<file path="config.mk">
export PLATFORM = sky130hd
export DESIGN_NAME = wb_data_master
export DESIGN_NICKNAME = d
export VERILOG_FILES = /design/src/rtl/wb_data_master.sv
export SDC_FILE = /design/constraint.sdc
export NUM_CORES = 1
export LEC_CHECK = 0
export ABC_AREA = 1
export CAP_MARGIN = 20
export CELL_PAD_IN_SITES_DETAIL_PLACEMENT = 1
export CELL_PAD_IN_SITES_GLOBAL_PLACEMENT = 1
export CORE_MARGIN = 3
export CORE_UTILIZATION = 29
export CTS_BUF_LIST = sky130_fd_sc_hd__clkbuf_8
export CTS_CLUSTER_DIAMETER = 60
export CTS_CLUSTER_SIZE = 12
export DETAILED_ROUTE_END_ITERATION = 7
export HOLD_SLACK_MARGIN = 0.15
export PLACE_DENSITY = 0.78
export SYNTH_ARGS = -nofsm -noshare
export SYNTH_HDL_FRONTEND = slang
export SYNTH_SLANG_ARGS = --single-unit
</file>
<file path="constraint.sdc">
create_clock -name clk -period 1.4 [get_ports clk]
set_clock_uncertainty 0.05 [all_clocks]
set_input_delay 0.14 -clock clk [delete_from_list [all_inputs] [get_ports clk]]
set_output_delay 0.14 -clock clk [all_outputs]
set_load 0.05 [all_outputs]
</file>
<file path="src/rtl/wb_data_master.sv">
// Wishbone B4 classic master for the single-cycle core's data port.
// Each load or store becomes one Wishbone bus cycle; Stall freezes the core
// until the cycle has terminated. Optional bus-cycle timeout is compiled in
// when the macro WB_TIMEOUT_EN is defined.
module wb_data_master #(
  parameter int unsigned TIMEOUT_CYCLES = 16
) (
  input  logic        clk,
  input  logic        reset,
  input  logic        MemWrite,
  input  logic        MemRead,
  input  logic [31:0] DataAdr,
  input  logic [31:0] WriteData,
  input  logic [3:0]  MemStrb,
  output logic [31:0] ReadData,
  output logic        Stall,
  output logic        BusErr,
  output logic        wb_cyc_o,
  output logic        wb_stb_o,
  output logic        wb_we_o,
  output logic [31:0] wb_adr_o,
  output logic [31:0] wb_dat_o,
  output logic [3:0]  wb_sel_o,
  input  logic [31:0] wb_dat_i,
  input  logic        wb_ack_i,
  input  logic        wb_err_i
);

  typedef enum logic [1:0] {
    StIdle,
    StBus,
    StDone
  } state_e;

  state_e state, next_state;

  logic req;
  logic timeout;
  logic abort;
  logic finish;

  // Reject out-of-range timeout settings at elaboration.
  if (TIMEOUT_CYCLES < 2 || TIMEOUT_CYCLES > 1024) begin : g_bad_timeout
    $error("wb_data_master: TIMEOUT_CYCLES must be in 2..1024");
  end

  assign req = MemWrite | MemRead;

`ifdef WB_TIMEOUT_EN
  localparam int unsigned CntW = $clog2(TIMEOUT_CYCLES);
  localparam logic [CntW-1:0] CntLast = CntW'(TIMEOUT_CYCLES - 1);

  logic [CntW-1:0] tmo_cnt;

  // Count unterminated BUS cycles; cleared while idle so it starts at zero on entry.
  always_ff @(posedge clk or negedge reset) begin
    if (!reset) begin
      tmo_cnt <= '0;
    end else if (state != StBus) begin
      tmo_cnt <= '0;
    end else if (!wb_ack_i && !wb_err_i) begin
      tmo_cnt <= tmo_cnt + CntW'(1);
    end
  end

  // Final permitted BUS cycle reached with no termination seen so far.
  assign timeout = (state == StBus) && (tmo_cnt == CntLast);
`else
  assign timeout = 1'b0;
`endif

  // Error beats ack; an ack in the final timeout cycle still completes normally.
  assign abort  = wb_err_i | (timeout & ~wb_ack_i);
  assign finish = wb_ack_i | abort;

  // State register.
  always_ff @(posedge clk or negedge reset) begin
    if (!reset) begin
      state <= StIdle;
    end else begin
      state <= next_state;
    end
  end

  // Next-state logic.
  always_comb begin
    next_state = state;
    unique case (state)
      StIdle: begin
        if (req) begin
          next_state = StBus;
        end
      end
      StBus: begin
        if (finish) begin
          next_state = StDone;
        end
      end
      StDone: begin
        next_state = StIdle;
      end
      default: begin
        next_state = StIdle;
      end
    endcase
  end

  // Outputs decoded from state; cyc/stb drop with reset because state does.
  always_comb begin
    wb_cyc_o = (state == StBus);
    wb_stb_o = (state == StBus);
    Stall    = req & (state != StDone);
  end

  // Request capture, load data and error pulse registers.
  always_ff @(posedge clk or negedge reset) begin
    if (!reset) begin
      wb_we_o  <= 1'b0;
      wb_adr_o <= '0;
      wb_dat_o <= '0;
      wb_sel_o <= '0;
      ReadData <= '0;
      BusErr   <= 1'b0;
    end else begin
      BusErr <= (state == StBus) & abort;
      if (state == StIdle && req) begin
        wb_we_o  <= MemWrite;
        wb_adr_o <= DataAdr;
        wb_dat_o <= WriteData;
        wb_sel_o <= MemWrite ? MemStrb : 4'hF;
      end
      if (state == StBus && !wb_we_o) begin
        if (abort) begin
          ReadData <= '0;
        end else if (wb_ack_i) begin
          ReadData <= wb_dat_i;
        end
      end
    end
  end

endmodule
</file>
==> results.txt, run 1 <==
* Layout-stage area growth over the synthesis result: 93.8%
- Summing every instance area after synthesis gives 4290 µm².
- Setup repair after global routing could not meet its margin everywhere.
- The floorplan has 43 rows.
- In this run the critical register-to-register path is launched from state[1].
- Capture instance of the worst register-to-register path: ReadData[15]
- After synthesis, flip-flops and latches occupy 60.7% of the total area.
* Critical Path Sink Type: output pin
- Final GP Congestion: 0.776
- The repair_antennas step left the layout with diodes totalling 0.
- Result of the run: complete, but fails checks
* Max-cap check violation count: 0
- The clock net in this run drives a total of approximately 100 sinks.
- Measured along the y axis, the die boundary spans 128 µm.
* Number of failing setup endpoints in the final timing report: 103
- Commonest cells after routing, fill and taps aside: sky130_fd_sc_hd__nand2_1 (254), sky130_fd_sc_hd__buf_12 (115), sky130_fd_sc_hd__dfrtp_1 (104), sky130_fd_sc_hd__clkdlybuf4s50_1 (104), sky130_fd_sc_hd__nor2_1 (46)
- Die Footprint: 16,300 µm²
- In this run the horizontal extent of the chip is between 100 and 150 µm.
- DP Wirelength: roughly 11,000 µm
- Detailed-route vias per instance: 4.56
* Initial cell density of the core: between 30% and 40%
* Static leakage: 0.00417 µW
- The final layout contains 849 nets.
- Cell area after placement: 7700 µm²
- Data required time at the worst endpoint: around 1200 ps
- Residual antenna-violating net count after detailed routing: 0
* Power density relative to cell area: approximately 2800 nW/µm²
- The path class of the tightest hold or removal check is in -> async.
- Number of I/O port buffers: 210
* Highest achievable clock rate: 663 MHz
- No sink is reached through more buffers than the 2 on the longest clock path.
- Clock tree synthesis selected as its root buffer the cell sky130_fd_sc_hd__clkbuf_8.
- For this run, the detailed router's first-pass iteration total came to 4.
- Subtracting the final worst setup slack from the clock period gives roughly 1500 ps.
* Mean instance size in the synthesized netlist: 8.31 µm²
* Synthesized Nets: 622
- The finished cells cover 8310 µm².
- Io pins: 211
- Count of final max-slew check failures: 0
- At the later pin of the worst-skew pair, clock insertion delay measures 380 ps.
- The setup check on the worst reg-to-reg path leaves a slack of -70 ps.
- TritonCTS built the clock tree.
- DRC errors left: 0
- Number of buffers added by the clock tree synthesis step: 9
- Commonest non-fill, non-tap cell in the layout: sky130_fd_sc_hd__nand2_1
- For the worst flop-to-flop path, the logic depth is 7.
* Number of antenna violations at the first check in global routing: 0
- Entering global routing, the biggest net connects 54 pins.
- Category of the most critical setup path: reg -> out
- Layout cells sized above 1: 22.5%
- Grt total ovfl: 0
* Failing checks: setup timing
- Starting DRT DRC Count: approximately 170
- Core area: 14,100 µm²
- Transition time at the pin with the least slew margin: between 300 and 400 ps
* Clock-pin slew reported for the worst setup and hold paths after clock tree synthesis: 100 ps
- The number of failing hold endpoints at the final stage is 0.
* Number of H-tree levels: 3
* Unique cell type count in the Yosys netlist: 17
- The layout has 1,524 filler cells.
- In the finished design, the share of the clock period the worst path needs comes to 108%.
- The tightest hold path in the finished design has a slack of roughly 240 ps.
- VDD sags by at most 1140 µV.
- Crit path DAT: 1320 ps
- Worst slew slack as a fraction of its limit: 79.6%
* Crit start category: flop
- Top fanout value on the critical path: 2
- The synthesized design contains 104 register bits.
* GRT Resource Usage Total: 19.1%
- The via count of the first global-routing pass is between 4,000 and 5,000.
- Number of warnings reported in the yosys synthesis log: 0
- The first global-routing pass estimated 24,500 µm of wire.
* Mean routed wirelength per cell: 17.9 µm
* Leading area contributor after synthesis: sky130_fd_sc_hd__dfrtp_1
- Largest cells by area after synthesis: sky130_fd_sc_hd__dfrtp_1 (61%), sky130_fd_sc_hd__nand2_1 (23%), sky130_fd_sc_hd__nor2_1 (4.1%)
* Detailed-route wire length: approximately 17,000 µm
- Synth Instances: 516
- Routed via count: ~4,200
- Area share of the largest cell type after synthesis: 60.7%
* Final setup margin: -108 ps
what timing repair did:
action / in CTS / in global routing
setup buffers: 5 / 1
hold buffers: 1 / 0
pin swaps: 2 / 2
gates cloned: 4 / 9
gates resized for setup: 16 / 11
setup endpoints to repair: 6 / 104
hold endpoints to repair: 104 / 0
per-layer routing:
metal	wire length, µm	vias up	track usage [%]	share of wire, %
li1	-	1994	-	-
met1	6530	2057	22.0	39
met2	8410	155	33.1	51
met3	1310	22	6.48	7.9
met4	326	0	6.43	2.0
met5	0	-	0	0
worst max-delay path, cell delays in order (launching register included):
cell	delay (ps)
sky130_fd_sc_hd__dfrtp_1	410
sky130_fd_sc_hd__buf_6	130
sky130_fd_sc_hd__nor2_4	130
sky130_fd_sc_hd__buf_6	140
sky130_fd_sc_hd__buf_12	130
registers in the layout, summed over array words and instances, names as in the netlist:
register	flops
BusErr	1
wb_dat_o	32
ReadData	32
wb_we_o	1
wb_sel_o	4
state	2
wb_adr_o	32
synthesized netlist by cell type, drive strengths merged:
| master | n |
|---|---|
| nand2 | 259 |
| dfrtp | 104 |
| nor2 | 49 |
| inv | 38 |
| nand3 | 34 |
| buf | 22 |
| clkbuf | 6 |
| a21oi | 2 |
| o21ai | 2 |
kinds of logic after synthesis:
group | count (synthesis) | share of synthesized area (%)
AOI/OAI and AO/OA | 4 | 0.467
and+or+nand+nor | 342 | 31.3
buffers and inverters | 66 | 7.47
DFF | 104 | 60.7
layout make-up:
class,instances,area (µm²),share of cell area [%]
Tap cell,180,225,2.71
Clock buffer,10,138,1.66
Clock inverter,6,36.3,0.437
Multi-Input combinational cell,346,1390,16.7
Timing Repair Buffer,244,3760,45.3
Inverter,38,150,1.81
Sequential cell,104,2600,31.3
worst max-delay path by stage:
| stage | start | end | slack [ps] | cells past startpoint |
|---|---|---|---|---|
| 2_1_floorplan | state[1] | Stall | -3 | 1 |
| 3_3_place_gp | MemWrite | state[0] | -70 | 6 |
| 3_5_place_dp | MemWrite | wb_adr_o[26] | -170 | 6 |
| 4_1_cts | state[0] | wb_stb_o | -160 | 5 |
| 5_1_grt | state[1] | wb_stb_o | -180 | 4 |
| 6_report | state[1] | wb_stb_o | -110 | 4 |
power breakdown:
group / total [µW] / switching [µW] / internal, µW
clock network: 1750 / 1070 / 684
registers: 5850 / 1510 / 4340
logic: 15400 / 8090 / 7290
through the flow:
stage	utilization (%)	worst slack, ps	TNS (ps)	power [µW]	std cells
2_1_floorplan	-	-3.27	-3.27	12100	516
3_3_place_gp	54.4	-71.6	-3190	19500	892
3_5_place_dp	54.4	-170	-7000	19900	892
4_1_cts	57.1	-163	-1920	22400	918
5_1_grt	58.7	-176	-13910	24100	928
6_report	58.7	-108	-3980	23000	928
Note: power is estimated with default switching activity, not from simulation.
==> inputs of run 2 (changes only) <==
--- a/config.mk
+++ b/config.mk
@@ -10,13 +10,14 @@
 export CELL_PAD_IN_SITES_DETAIL_PLACEMENT = 1
 export CELL_PAD_IN_SITES_GLOBAL_PLACEMENT = 1
 export CORE_MARGIN = 3
-export CORE_UTILIZATION = 29
+export CORE_UTILIZATION = 31
 export CTS_BUF_LIST = sky130_fd_sc_hd__clkbuf_8
 export CTS_CLUSTER_DIAMETER = 60
 export CTS_CLUSTER_SIZE = 12
 export DETAILED_ROUTE_END_ITERATION = 7
+export GPL_ROUTABILITY_DRIVEN = 0
 export HOLD_SLACK_MARGIN = 0.15
-export PLACE_DENSITY = 0.78
+export PLACE_DENSITY = 0.83
 export SYNTH_ARGS = -nofsm -noshare
 export SYNTH_HDL_FRONTEND = slang
 export SYNTH_SLANG_ARGS = --single-unit
==> constraint.sdc (replaced) <==
create_clock -name clk -period 1.85 [get_ports clk]
set_clock_uncertainty 0.05 [all_clocks]
set_input_delay 0.185 -clock clk [delete_from_list [all_inputs] [get_ports clk]]
set_output_delay 0.185 -clock clk [all_outputs]
set_load 0.05 [all_outputs]
==> results.txt, run 2 (same netlist as run 1, synthesis figures left out) <==
- Result of the run: finished, final reports clean
* Layout-stage area growth over the synthesis result: 61.0%
- Minimum hold slack: 271 ps
* CTS tree: built
* Detailed-route vias per instance: 4.53
- Commonest cells after routing, fill and taps aside: sky130_fd_sc_hd__nand2_1 (258), sky130_fd_sc_hd__clkdlybuf4s50_1 (159), sky130_fd_sc_hd__dfrtp_1 (104), sky130_fd_sc_hd__nor2_1 (47), sky130_fd_sc_hd__dlymetal6s2s_1 (42)
- Setup violations remaining at the end of the flow were counted as 0.
- CTS saw 104 sinks.
- CP max-delay cell: sky130_fd_sc_hd__clkdlybuf4s50_1
- Static leakage: 0.00397 µW
* Category of the most critical setup path: reg -> out
- After detailed routing, the average wire length per cell comes to 15.1 µm.
- STA classifies the critical path startpoint as a flop.
- The floorplan step defined a die boundary enclosing between 15,000 and 20,000 µm².
* Commonest non-fill, non-tap cell in the layout: sky130_fd_sc_hd__nand2_1
- Across every metal layer, demand over resource in global routing totals a little under a fifth.
- Dividing total power by cell area gives a power density of slightly below 2000 nW/µm².
- Regs by FF count: ReadData (32), wb_adr_o (32), wb_dat_o (32)
* Die X: 124 µm
- Part of the power in registers: approximately 28%
* Grt total ovfl: 0
- After the first detailed-routing iteration, the DRC count stood at about 150.
- In the final layout, the share of cells above drive strength 1 is 5.79%.
- After floorplanning, the core was divided into 42 placement rows.
* Number of antenna violations at the first check in global routing: 0
- For the worst setup path, the data arrival time is 1560 ps.
- Largest net degree at the start of global routing: 66
* Transition time at the pin with the least slew margin: roughly 570 ps
- Net switching is 51.5% of the power.
- In the finished design, the share of the clock period the worst path needs comes to 97.1%.
* RSZ-0062 raised after global routing: no
* Number of cells on the critical path: 1
- After the last flow step, the layout net total stands at 827.
* WP buf/inv: 1
- Switching component of the power: 6950 µW
* Number of fillers in the final layout: 1,555
* Antenna diodes: 0
* Residual antenna-violating net count after detailed routing: 0
- In this run, CTS created clock tree buffers numbering 9.
- Grouping stages by cell kind, the critical path spends the most delay in buffers and inverters.
- 1st-pass router iterations: 4
- Number of I/O port buffers: 210
- The HPWL after detailed placement is a little over 10,000 µm.
- Final count of hold timing violations: 0
* Top fanout value on the critical path: 2
- Worst-path cell chain: clkdlybuf4s50_1
- CTS built an H-tree with a depth of 3.
- The internal power of the cells totals 6540 µW.
- First-pass GRT wire length: 21,700 µm
- Static timing analysis puts the maximum clock frequency at 557 MHz.
* Number of buffers inserted to repair setup after CTS: 0
- The largest single stage delay on the critical path is 810 ps.
- Clock latency on the worst-skew pair, taken at its later pin, is 360 ps.
- The worst setup path is captured at an output pin.
* Max-cap check violation count: 0
- In this run the worst hold path is classified as in -> async.
- R2R cell count: 6
* Count of final max-slew check failures: 0
- Combinational group share of total power: 59.6%
- IR Drop Worst-Case VDD: 811 µV
- The initial utilization of the core area, before any placement, comes to around a third.
- Io pins: 211
- From bottom edge to top edge, the die measures 124 µm.
- The longest clock path from root to sink contains 2 buffers.
- Clock root buffer master: sky130_fd_sc_hd__clkbuf_8
* Portion of total power attributed to the clock network: 11.8%
* DRC errors left: 0
- Measured against its own limit, the worst slew margin works out to 61.6%.
* Detailed-route wire length: 13,600 µm
* Routed via count: between 4,000 and 5,000
* Post-layout minimum cycle time: 1800 ps
* Via count of the first global-routing pass: 4,370
- Clock-pin slew reported for the worst setup and hold paths after clock tree synthesis: about 100 ps
- The floorplan step defined a core boundary enclosing 13,400 µm².
* Setup Total Neg Slack: 0 ps
* Data required time at the worst endpoint: 1620 ps
run 2: through the flow:
step	instances	utilization [%]	instance area [µm²]	power, µW	setup WS (ps)
after CTS	902	50.7	6800	13700	6.28
after detailed placement	885	48.9	6560	12100	267
after global placement	885	48.9	6560	11800	315
after global routing	902	51.5	6900	14300	0.573
final	902	51.5	6900	13500	53.4
after floorplan	516	-	4290	9120	23.0
run 2: timing repair:
item | CTS | global route
resized for setup | 2 | 42
hold buffers | 1 | 0
endpoints found under the setup margin | 2 | 42
hold endpoints to repair | 34 | 0
run 2: path summary, 6_finish.rpt:
path                               start            to  slack, ps
hold reg to reg              wb_dat_o[9]   wb_dat_o[9]        430
setup / recovery            wb_dat_o[31]  wb_dat_o[31]         50
min in group clk           WriteData[27]  wb_dat_o[27]        290
max in group asynchronous          reset  wb_adr_o[11]        800
setup reg to reg                state[1]  ReadData[30]        460
hold / removal                     reset  ReadData[21]        270
run 2: power by group through the flow:
| stage | combinational [µW] | clock, µW | sequential (µW) |
|---|---|---|---|
| after floorplan | 1890 | 0 | 7240 |
| after global placement | 7980 | 0 | 3870 |
| after detailed placement | 8170 | 0 | 3920 |
| after CTS | 8180 | 1650 | 3890 |
| after global routing | 8570 | 1760 | 3990 |
| final | 8040 | 1600 | 3850 |
run 2: metal layers:
metal  global-route usage, %  part of all wire [%]  vias to the layer above
li1                        -                     -                     1946
met5                       0                     0                        -
met4                    5.67                   1.3                        0
met1                    21.0                    39                     1987
met2                    31.1                    50                      144
met3                    6.58                   9.9                       12
run 2: final cells by class:
class	count	area (µm²)	area share, %
Sequential cell	104	2600	37.7
Inverter	38	143	2.07
Multi-Input combinational cell	346	1360	19.8
Clock inverter	6	92.6	1.34
Timing Repair Buffer	222	2340	33.9
Tap cell	176	220	3.19
Clock buffer	10	138	1.99
